$ cat src/rtl/sha_mem_loader_if.sv
// Byte-stream handshakes for sha_mem_loader: rx carries framed records in,
// tx carries the 32 digest bytes out; slave is the loader side.
interface sha_mem_loader_if;
  logic [7:0] rx_data;
  logic       rx_valid;
  logic       rx_ready;
  logic [7:0] tx_data;
  logic       tx_valid;
  logic       tx_ready;

  modport slave (
    input  rx_data,
    input  rx_valid,
    input  tx_ready,
    output rx_ready,
    output tx_data,
    output tx_valid
  );

  modport master (
    output rx_data,
    output rx_valid,
    output tx_ready,
    input  rx_ready,
    input  tx_data,
    input  tx_valid
  );
endinterface

$ cat src/rtl/sha_mem_loader.sv
// Parses hdr/addr/data records into DMAD/DMAI writes, runs the core on GO,
// and streams the 256-bit digest back MSB byte first over bus.tx_*.
module sha_mem_loader #(
  parameter int unsigned WE_PULSE = 1
) (
  input  logic         clk,
  input  logic         reset,
  sha_mem_loader_if.slave bus,
  output logic [31:0]  DMAD_addr_o,
  output logic [31:0]  DMAD_data_o,
  output logic [7:0]   DMAD_wea_o,
  output logic [31:0]  DMAI_addr_o,
  output logic [31:0]  DMAI_data_o,
  output logic [7:0]   DMAI_wea_o,
  output logic         start_o,
  input  logic         state_done_i,
  input  logic [255:0] res_sha256_i,
  output logic [15:0]  load_count,
  output logic         hdr_err
);

  typedef enum logic [2:0] {
    S_HDR,
    S_ADDR,
    S_DATA,
    S_WRITE,
    S_GAP,
    S_RUN,
    S_DUMP
  } state_e;

  localparam logic [4:0] PULSE_LAST = 5'(WE_PULSE - 1);

  state_e       state_q;
  state_e       state_d;
  logic [4:0]   cnt_q;
  logic         cnt_inc;
  logic         port_i_q;
  logic [31:0]  addr_sr_q;
  logic [23:0]  data_sr_q;
  logic [255:0] dig_q;
  logic         done_q;
  logic         alive_q;

  logic rx_fire;
  logic tx_fire;
  logic hdr_mem;
  logic hdr_go;
  logic last4;
  logic pulse_end;
  logic dump_end;
  logic done_rise;

  assign rx_fire   = bus.rx_valid & bus.rx_ready;
  assign tx_fire   = bus.tx_valid & bus.tx_ready;
  assign hdr_mem   = (bus.rx_data == 8'h01) ||
                     (bus.rx_data == 8'h02);
  assign hdr_go    = bus.rx_data == 8'h03;
  assign last4     = cnt_q == 5'd3;
  assign pulse_end = cnt_q == PULSE_LAST;
  assign dump_end  = cnt_q == 5'd31;
  // done already high when RUN is entered has done_q = 1: no edge
  assign done_rise = state_done_i & ~done_q;

  always_comb begin
    state_d = state_q;
    cnt_inc = 1'b0;
    unique case (state_q)
      S_HDR: begin
        if (rx_fire) begin
          unique case (1'b1)
            hdr_mem: state_d = S_ADDR;
            hdr_go:  state_d = S_RUN;
            default: state_d = S_HDR;
          endcase
        end
      end
      S_ADDR: begin
        cnt_inc = rx_fire;
        if (rx_fire && last4) state_d = S_DATA;
      end
      S_DATA: begin
        cnt_inc = rx_fire;
        if (rx_fire && last4) state_d = S_WRITE;
      end
      S_WRITE: begin
        cnt_inc = 1'b1;
        if (pulse_end) state_d = S_GAP;
      end
      S_GAP: state_d = S_HDR;
      S_RUN: begin
        if (done_rise) state_d = S_DUMP;
      end
      S_DUMP: begin
        cnt_inc = tx_fire;
        if (tx_fire && dump_end) state_d = S_HDR;
      end
      default: state_d = S_HDR;
    endcase
  end

  always_ff @(posedge clk or negedge reset) begin
    if (!reset) state_q <= S_HDR;
    else        state_q <= state_d;
  end

  // alive_q holds rx_ready low until the first edge after reset
  assign bus.rx_ready = alive_q &
    ((state_q == S_HDR) ||
     (state_q == S_ADDR) ||
     (state_q == S_DATA));
  assign bus.tx_valid = state_q == S_DUMP;
  assign bus.tx_data  = dig_q[255:248];
  assign start_o      = (state_q == S_RUN) ||
                        (state_q == S_DUMP);
  assign DMAD_wea_o   = (state_q == S_WRITE && !port_i_q) ?
                        8'hFF : 8'h00;
  assign DMAI_wea_o   = (state_q == S_WRITE && port_i_q) ?
                        8'hFF : 8'h00;

  always_ff @(posedge clk or negedge reset) begin
    if (!reset) begin
      alive_q     <= 1'b0;
      done_q      <= 1'b0;
      cnt_q       <= '0;
      port_i_q    <= 1'b0;
      addr_sr_q   <= '0;
      data_sr_q   <= '0;
      dig_q       <= '0;
      DMAD_addr_o <= '0;
      DMAD_data_o <= '0;
      DMAI_addr_o <= '0;
      DMAI_data_o <= '0;
      load_count  <= '0;
      hdr_err     <= 1'b0;
    end else begin
      alive_q <= 1'b1;
      done_q  <= state_done_i;
      cnt_q   <= (state_d != state_q) ?
                 5'd0 : cnt_q + 5'(cnt_inc);

      if (state_q == S_HDR && rx_fire) begin
        // 01 -> DMAD, 02 -> DMAI: bit 1 selects the port
        if (hdr_mem)     port_i_q <= bus.rx_data[1];
        else if (!hdr_go) hdr_err <= 1'b1;
      end

      if (state_q == S_ADDR && rx_fire)
        addr_sr_q <= {addr_sr_q[23:0], bus.rx_data};

      if (state_q == S_DATA && rx_fire) begin
        data_sr_q <= {data_sr_q[15:0], bus.rx_data};
        // last data byte merges straight into the port register
        if (last4) begin
          if (port_i_q) begin
            DMAI_addr_o <= addr_sr_q;
            DMAI_data_o <= {data_sr_q, bus.rx_data};
          end else begin
            DMAD_addr_o <= addr_sr_q;
            DMAD_data_o <= {data_sr_q, bus.rx_data};
          end
        end
      end

      if (state_q == S_WRITE && pulse_end &&
          load_count != 16'hFFFF)
        load_count <= load_count + 16'd1;

      if (state_q == S_RUN && done_rise)
        dig_q <= res_sha256_i;
      else if (tx_fire)
        dig_q <= {dig_q[247:0], 8'h00};
    end
  end

endmodule

$ cat src/flat_wrapper.sv
// flat-port wrapper written by rule: the top's interface ports become plain ports
module sha_mem_loader_flat 
#(
  parameter int unsigned WE_PULSE = 1
)
  (clk, reset, DMAD_addr_o, DMAD_data_o, DMAD_wea_o, DMAI_addr_o, DMAI_data_o, DMAI_wea_o, start_o, state_done_i, res_sha256_i, load_count, hdr_err, bus_rx_data, bus_rx_valid, bus_tx_ready, bus_rx_ready, bus_tx_data, bus_tx_valid);
  sha_mem_loader_if bus_i ();
  input  logic clk;
  input  logic reset;
  output logic [31:0] DMAD_addr_o;
  output logic [31:0] DMAD_data_o;
  output logic [7:0] DMAD_wea_o;
  output logic [31:0] DMAI_addr_o;
  output logic [31:0] DMAI_data_o;
  output logic [7:0] DMAI_wea_o;
  output logic start_o;
  input  logic state_done_i;
  input  logic [255:0] res_sha256_i;
  output logic [15:0] load_count;
  output logic hdr_err;
  input wire logic [$bits(bus_i.rx_data)-1:0] bus_rx_data;
  input wire logic [$bits(bus_i.rx_valid)-1:0] bus_rx_valid;
  input wire logic [$bits(bus_i.tx_ready)-1:0] bus_tx_ready;
  output wire logic [$bits(bus_i.rx_ready)-1:0] bus_rx_ready;
  output wire logic [$bits(bus_i.tx_data)-1:0] bus_tx_data;
  output wire logic [$bits(bus_i.tx_valid)-1:0] bus_tx_valid;
  assign bus_i.rx_data = bus_rx_data;
  assign bus_i.rx_valid = bus_rx_valid;
  assign bus_i.tx_ready = bus_tx_ready;
  assign bus_rx_ready = bus_i.rx_ready;
  assign bus_tx_data = bus_i.tx_data;
  assign bus_tx_valid = bus_i.tx_valid;
  sha_mem_loader #(.WE_PULSE(WE_PULSE)) u_core (.clk(clk), .reset(reset), .bus(bus_i), .DMAD_addr_o(DMAD_addr_o), .DMAD_data_o(DMAD_data_o), .DMAD_wea_o(DMAD_wea_o), .DMAI_addr_o(DMAI_addr_o), .DMAI_data_o(DMAI_data_o), .DMAI_wea_o(DMAI_wea_o), .start_o(start_o), .state_done_i(state_done_i), .res_sha256_i(res_sha256_i), .load_count(load_count), .hdr_err(hdr_err));
endmodule
$ cat config.mk
export PLATFORM = sky130hd
export DESIGN_NAME = sha_mem_loader_flat
export DESIGN_NICKNAME = d
export VERILOG_FILES = /design/src/rtl/sha_mem_loader_if.sv /design/src/rtl/sha_mem_loader.sv /design/src/flat_wrapper.sv
export SDC_FILE = /design/constraint.sdc
export NUM_CORES = 1
export LEC_CHECK = 0
export CORE_UTILIZATION = 30
export DETAILED_ROUTE_END_ITERATION = 12
export GPL_TIMING_DRIVEN = 1
export SYNTH_ARGS = -nofsm -noshare
export SYNTH_HDL_FRONTEND = slang
export SYNTH_SLANG_ARGS = --single-unit
$ cat constraint.sdc
create_clock -name clk -period 3.6 [get_ports clk]
set_input_delay 0.9 -clock clk [delete_from_list [all_inputs] [get_ports clk]]
set_output_delay 0.9 -clock clk [all_outputs]
set_load 0.05 [all_outputs]
* Word-level counts from Yosys, hierarchy flattened
Index checks and enable logic that the tools add are counted.
** Word-level totals
- Register bits after elaboration :: 468
- Bits in latches :: 0
- Bits in writable memories :: 0
- Bits in read-only memories :: 0
- Input port bits :: 269
- Memories kept :: 0
** Cells by class
- Add/subtract/negate cells :: 2
- Multipliers :: 0
- Div/mod/pow operators :: 0
- Order comparisons :: 0
- Equality and inequality tests :: 12
- Shift operators :: 0
- Muxes and demuxes :: 14
- Bitwise operators :: 8
- Reduce and logical (&&, ||, !) cells :: 23
** Operators with widths (count)
- 256-bit 2-to-1 mux :: 2
- 3-bit 2-to-1 mux :: 6
- 3-bit case mux with 6 select lines :: 1
- 16-bit by 1-bit adder with 16-bit output, second input constant :: 1
- 8-bit by 2-bit equality test with 1-bit output, second input constant :: 2
- 8-bit 2-to-1 mux :: 2
- 16-bit != test, second input constant :: 1
- 1-bit logical AND :: 10
- 3-bit AND reduction :: 3
- 8-bit by 1-bit equality test with 1-bit output, second input constant :: 1
- 3-bit by 2-bit equality test with 1-bit output, second input constant :: 2
- 3-bit equality test, second input constant :: 2
- 3-bit case mux with 2 select lines :: 1
- 5-bit by 1-bit adder with 5-bit output :: 1
- 5-bit by 2-bit equality test with 1-bit output, second input constant :: 1
- 5-bit equality test, second input constant :: 1
- 5-bit logical NOT :: 1
- 5-bit 2-to-1 mux :: 1
- 1-bit AND :: 4
- 1-bit logical OR :: 4
- 1-bit NOT :: 4
- 3-bit by 1-bit equality test with 1-bit output, second input constant :: 1
- 3-bit logical NOT :: 1
- 3-bit != test :: 1
- other kinds (5) :: 5

* Longest topological paths before layout
Gate-level depths: netlist (run 1).
- Word-level depth :: 10
- Gate-level depth with buffers :: 11
- Gate-level depth less buffers :: 9

* Worst setup path before layout (run 1)
Ideal clock, no wire load.
- Kind :: reg-to-output
- Start :: register u_core.state_q[0]
- End :: output DMAD_wea_o[1]
- Arrival :: 2004 ps
- Required time :: 2700 ps
- Path slack :: 696 ps
- Stages on the path, launching flop included :: 6
- Buffers on the path :: 2
- Cells stage by stage :: dfrtp_1 > buf_2 > nor2b_1 > nand2_1 > nor2_1 > buf_4
** Between the ends
- Cells in the longest elaborated chain, start to end :: 3
** Ends and longest elaborated chain
- start: declaration :: line sha_mem_loader.sv:34 : state_e state_q;
- start signal: assignment :: line sha_mem_loader.sv:104 : else state_q <= state_d;
- 3-bit by 2-bit equality test with 1-bit output :: line sha_mem_loader.sv:116 : assign DMAD_wea_o = (state_q == S_WRITE && !port_i_q) ?
- 1-bit logical AND :: line sha_mem_loader.sv:116
- 8-bit 2-to-1 mux :: line sha_mem_loader.sv:116
- end: declaration :: line flat_wrapper.sv:12 : output logic [7:0] DMAD_wea_o;
No other way between the ends.

* Worst setup path in the final report (run 1)
- Start :: register u_core.state_q[0]
- End :: output bus_tx_valid
** Between the ends
- Cells in the longest elaborated chain, start to end :: 1
** Ends and longest elaborated chain
- 3-bit equality test :: line sha_mem_loader.sv:112 : assign bus.tx_valid = state_q == S_DUMP;
- end: declaration :: line flat_wrapper.sv:26 : output wire logic [$bits(bus_i.tx_valid)-1:0] bus_tx_valid;
No other way between the ends.

==> flow_metrics.tcl, run 1 <==
set metrics [dict create \
    maxSlewHeadroom_pct 37.7 \
    multiInputGateArea_um2 7330 \
    die_x_um 259 \
    syn_area_per_cell_um2 10.2 \
    power.leakage_uw 0.0121 \
    final_hold_viol_count 0 \
    synthArstFlopShare_pct 100 \
    start_util_pct 30.5 \
    gr-total-overflow 0 \
    finalSetupViolCount 0 \
    setup.worst_path.end_class "output port" \
    synth_area_um2 19800 \
    antenna_found_initial 13 \
    ant_nets 0 \
    fmax_mhz 285 \
    cts_tree "built" \
    io_pins 441 \
    die_h_um 259 \
    crit_type "reg2out" \
    dp_slack_ns 0.306 \
    power.internal_uw 11600 \
    pwr-share-clk_pct 35.4 \
    setup_ws_ns 0.0931 \
    grt_pass1_wl_mm 91.3 \
    synth_edf_count 0 \
    hold_class "in2async" \
    switchingPower_uw 4480 \
    areaGrowthSynthToFinish_pct 36.9 \
    nFillCells 6230 \
    fin_skew_ns 0.0207 \
    vdd_drop_max_mv 0.377 \
    seq_area_frac_synth_pct 59.3 \
    max_cap_viol_count 0 \
    grt.total_usage_pct 17.1 \
    postRouteWirelength_mm 58.2 \
    gp_congestion 0.843 \
    cp.arrival_ns 2.61 \
    die-area_um2 66900 \
    grt_max_degree 154 \
    core-area_um2 64800 \
    postCtsHoldBufs 0 \
    detail_route.wl_per_cell_um 18.0 \
    drtPass1Iterations 5 \
    synth.top_cell.area_share_pct 59.3 \
    netlist_instances 1939 \
    regArea_um2 11700 \
    combPwrFrac_pct 16.7 \
    crit_path_start_kind "flop" \
    clockBufferDepth 3 \
    row_count 93 \
    worstPathMaxFanout 12 \
    report.final.slew_viol_count 0 \
    drt_iter0_drc 871 \
    status "complete, no violations" \
    cts_sinks 468 \
    synth_area_leader_cell "dfrtp_1" \
    timing.hold.ws_ns 0.346 \
    yosysWarnings 0 \
    p_seq_share_pct 48.0 \
    p_total_uw 16100 \
    htree_levels 2 \
    worstMarginPinSlew_ns 0.934 \
    dp_hpwl_mm 39.9 \
    yosys-top-cells-area "dfrtp_1 59%, mux2_2 10%, nand2_1 9.7%" \
    clk_latency_ns 0.59 \
    cts_root_buffer "clkbuf_16" \
    slowest_delay_ns 0.88 \
    path_cells "and2b_1 -> and2_1 -> clkdlybuf4s50_1" \
    fin_nets 2609 \
    ys_ff_latch 468 \
    vias_per_cell 4.85 \
    synth_cell_types 49 \
    vias 15700 \
    portBuffers 440 \
    synth_nets 2211 \
    clkTransAtPathRegs_ns 0.06 \
    slowest_stage "clkdlybuf4s50_1" \
    post-route-min-period_ns 3.51 \
    power_switching_share_pct 27.9 \
    rsz0062_at_grt "no" \
    grt_pass1_vias 16300 \
    fin_tns_setup_ns 0 \
    fin_crit_sh_pct 97.4 \
    power_density_nw_per_um2 594 \
    drcViolationCount 0 \
    cts_inserted_buffers 53 \
    drive_gt1_share_pct 14.3 \
    synth-main-ff-cell "dfrtp_1" \
    cp.required_ns 2.70 \
]
[Yosys cell counts, types with 2 or more instances]
library cell  number
nor4_1             4
nand4_1            3
and3_1             6
nand3_1           11
dfrtp_1          468
o22ai_1            2
nor3_1             9
a22o_1             8
mux2_2           175
xor2_1            11
a31oi_1          250
buf_6              6
nand2_1          510
o21ai_0            3
buf_2             13
buf_1              6
nor2b_1            4
clkbuf_1         107
inv_1              7
buf_4             22
mux2_1            10
xnor2_1            7
nor2_1           266
a21oi_1            3
or4_1              2
ha_1               3
[registers in the layout (all words and copies together) (netlist names)]
name	flops
u_core.alive_q	1
u_core.DMAD_addr_o	32
u_core.state_q	3
u_core.dig_q	256
u_core.DMAI_addr_o	32
u_core.cnt_q	5
u_core.port_i_q	1
u_core.DMAD_data_o	32
u_core.addr_sr_q	32
u_core.load_count	16
u_core.data_sr_q	24
u_core.DMAI_data_o	32
u_core.hdr_err	1
u_core.done_q	1
[metal layers]
metal / global-route usage (%) / vias up / routed length (um)
li1: - / 7375 / -
met5: 0 / - / 59
met4: 5.75 / 10 / 1660
met1: 20.8 / 7862 / 23900
met3: 4.71 / 105 / 3790
met2: 29.2 / 376 / 28800
[placed cells by master (no fill, tap or decap), types with 9 or more instances in the layout]
cell and instances:
a31oi_1 250, clkbuf_8 11, clkbuf_16 55, buf_12 19, clkbuf_1 9, xor2_1 11, nand3_1 10, mux2_1 10
buf_4 46, nor2_1 266, nand2_1 508, clkdlybuf4s50_1 423, mux2_2 175, nor3_1 9, dfrtp_1 468
[power groups by stage]
stage / sequential (uW) / clock, uW / combinational (uW)
CTS: 7710 / 5850 / 2720
detailed placement: 7790 / 0 / 2700
global route: 7900 / 6040 / 3010
floorplan: 7440 / 0 / 1870
finish: 7700 / 5680 / 2680
global placement: 7730 / 0 / 2620
[what timing repair did]
action	4_1_cts	5_1_grt
resized for setup	8	0
buffers inserted	0	0
hold endpoints to repair	0	0
endpoints found under the setup margin	8	0
[worst paths after layout]
check | from | to | slack, ns | cells past startpoint
worst max register to register | u_core.state_q[0] | u_core.DMAI_addr_o[19] | 1.04 | 6
min in group clk | u_core.hdr_err | u_core.hdr_err | 0.47 | 2
worst min-delay path | reset | u_core.dig_q[145] | 0.35 | 1
max in group asynchronous | reset | u_core.dig_q[101] | 2.40 | 2
worst min register to register | u_core.hdr_err | u_core.hdr_err | 0.47 | 2
worst max-delay path | u_core.state_q[0] | bus_tx_valid | 0.09 | 3
[metrics by stage]
step / util (%) / instances / cell area, um2
after floorplan: - / 1939 / 19800
after global placement: 38.9 / 3137 / 25200
after detailed placement: 38.9 / 3137 / 25200
after CTS: 41.7 / 3233 / 27000
after global routing: 41.7 / 3240 / 27000
final: 41.7 / 3241 / 27000
[worst max-delay path, delay by kind of cell, from the launching register on]
| kind | cells | cell delay [ns] |
|---|---|---|
| flip-flops | 1 | 0.49 |
| AND/OR/NAND/NOR | 2 | 0.63 |
| buffers and inverters | 1 | 0.88 |
[cell type report]
cell class                      instances  area share (%)
Antenna cell                            8          0.0740
Clock buffer                           75            5.77
Clock inverter                         21            1.05
Inverter                                7          0.0972
Multi-Input combinational cell       1310            27.1
Sequential cell                       468            43.3
Tap cell                              855            3.96
Timing Repair Buffer                  497            18.7
[cell families after synthesis]
group | count (synthesis) | share of synthesized area [%]
mux | 185 | 10.5
fa+ha+maj | 3 | 0.190
buf+inv | 161 | 3.79
compound gates | 276 | 8.89
xor+xnor | 18 | 0.798
flops | 468 | 59.3
simple gates | 827 | 16.5
other cells | 1 | 0.0190
Note: power is estimated with default switching activity, not from simulation.
==> inputs of run 2 (changes only) <==
--- a/config.mk
+++ b/config.mk
@@ -5,6 +5,7 @@
 export SDC_FILE = /design/constraint.sdc
 export NUM_CORES = 1
 export LEC_CHECK = 0
+export ABC_AREA = 0
 export CORE_UTILIZATION = 30
 export DETAILED_ROUTE_END_ITERATION = 12
 export GPL_TIMING_DRIVEN = 1
==> results of run 2 <==
The final DEF is identical to that of run 1; final timing and power are the same.
==> inputs of run 3 (changes only) <==
--- a/config.mk
+++ b/config.mk
@@ -9,6 +9,7 @@
 export CORE_UTILIZATION = 30
 export DETAILED_ROUTE_END_ITERATION = 12
 export GPL_TIMING_DRIVEN = 1
+export SLEW_MARGIN = 5
 export SYNTH_ARGS = -nofsm -noshare
 export SYNTH_HDL_FRONTEND = slang
 export SYNTH_SLANG_ARGS = --single-unit
==> results of run 3 <==
The final DEF is identical to that of run 1; final timing and power are the same.
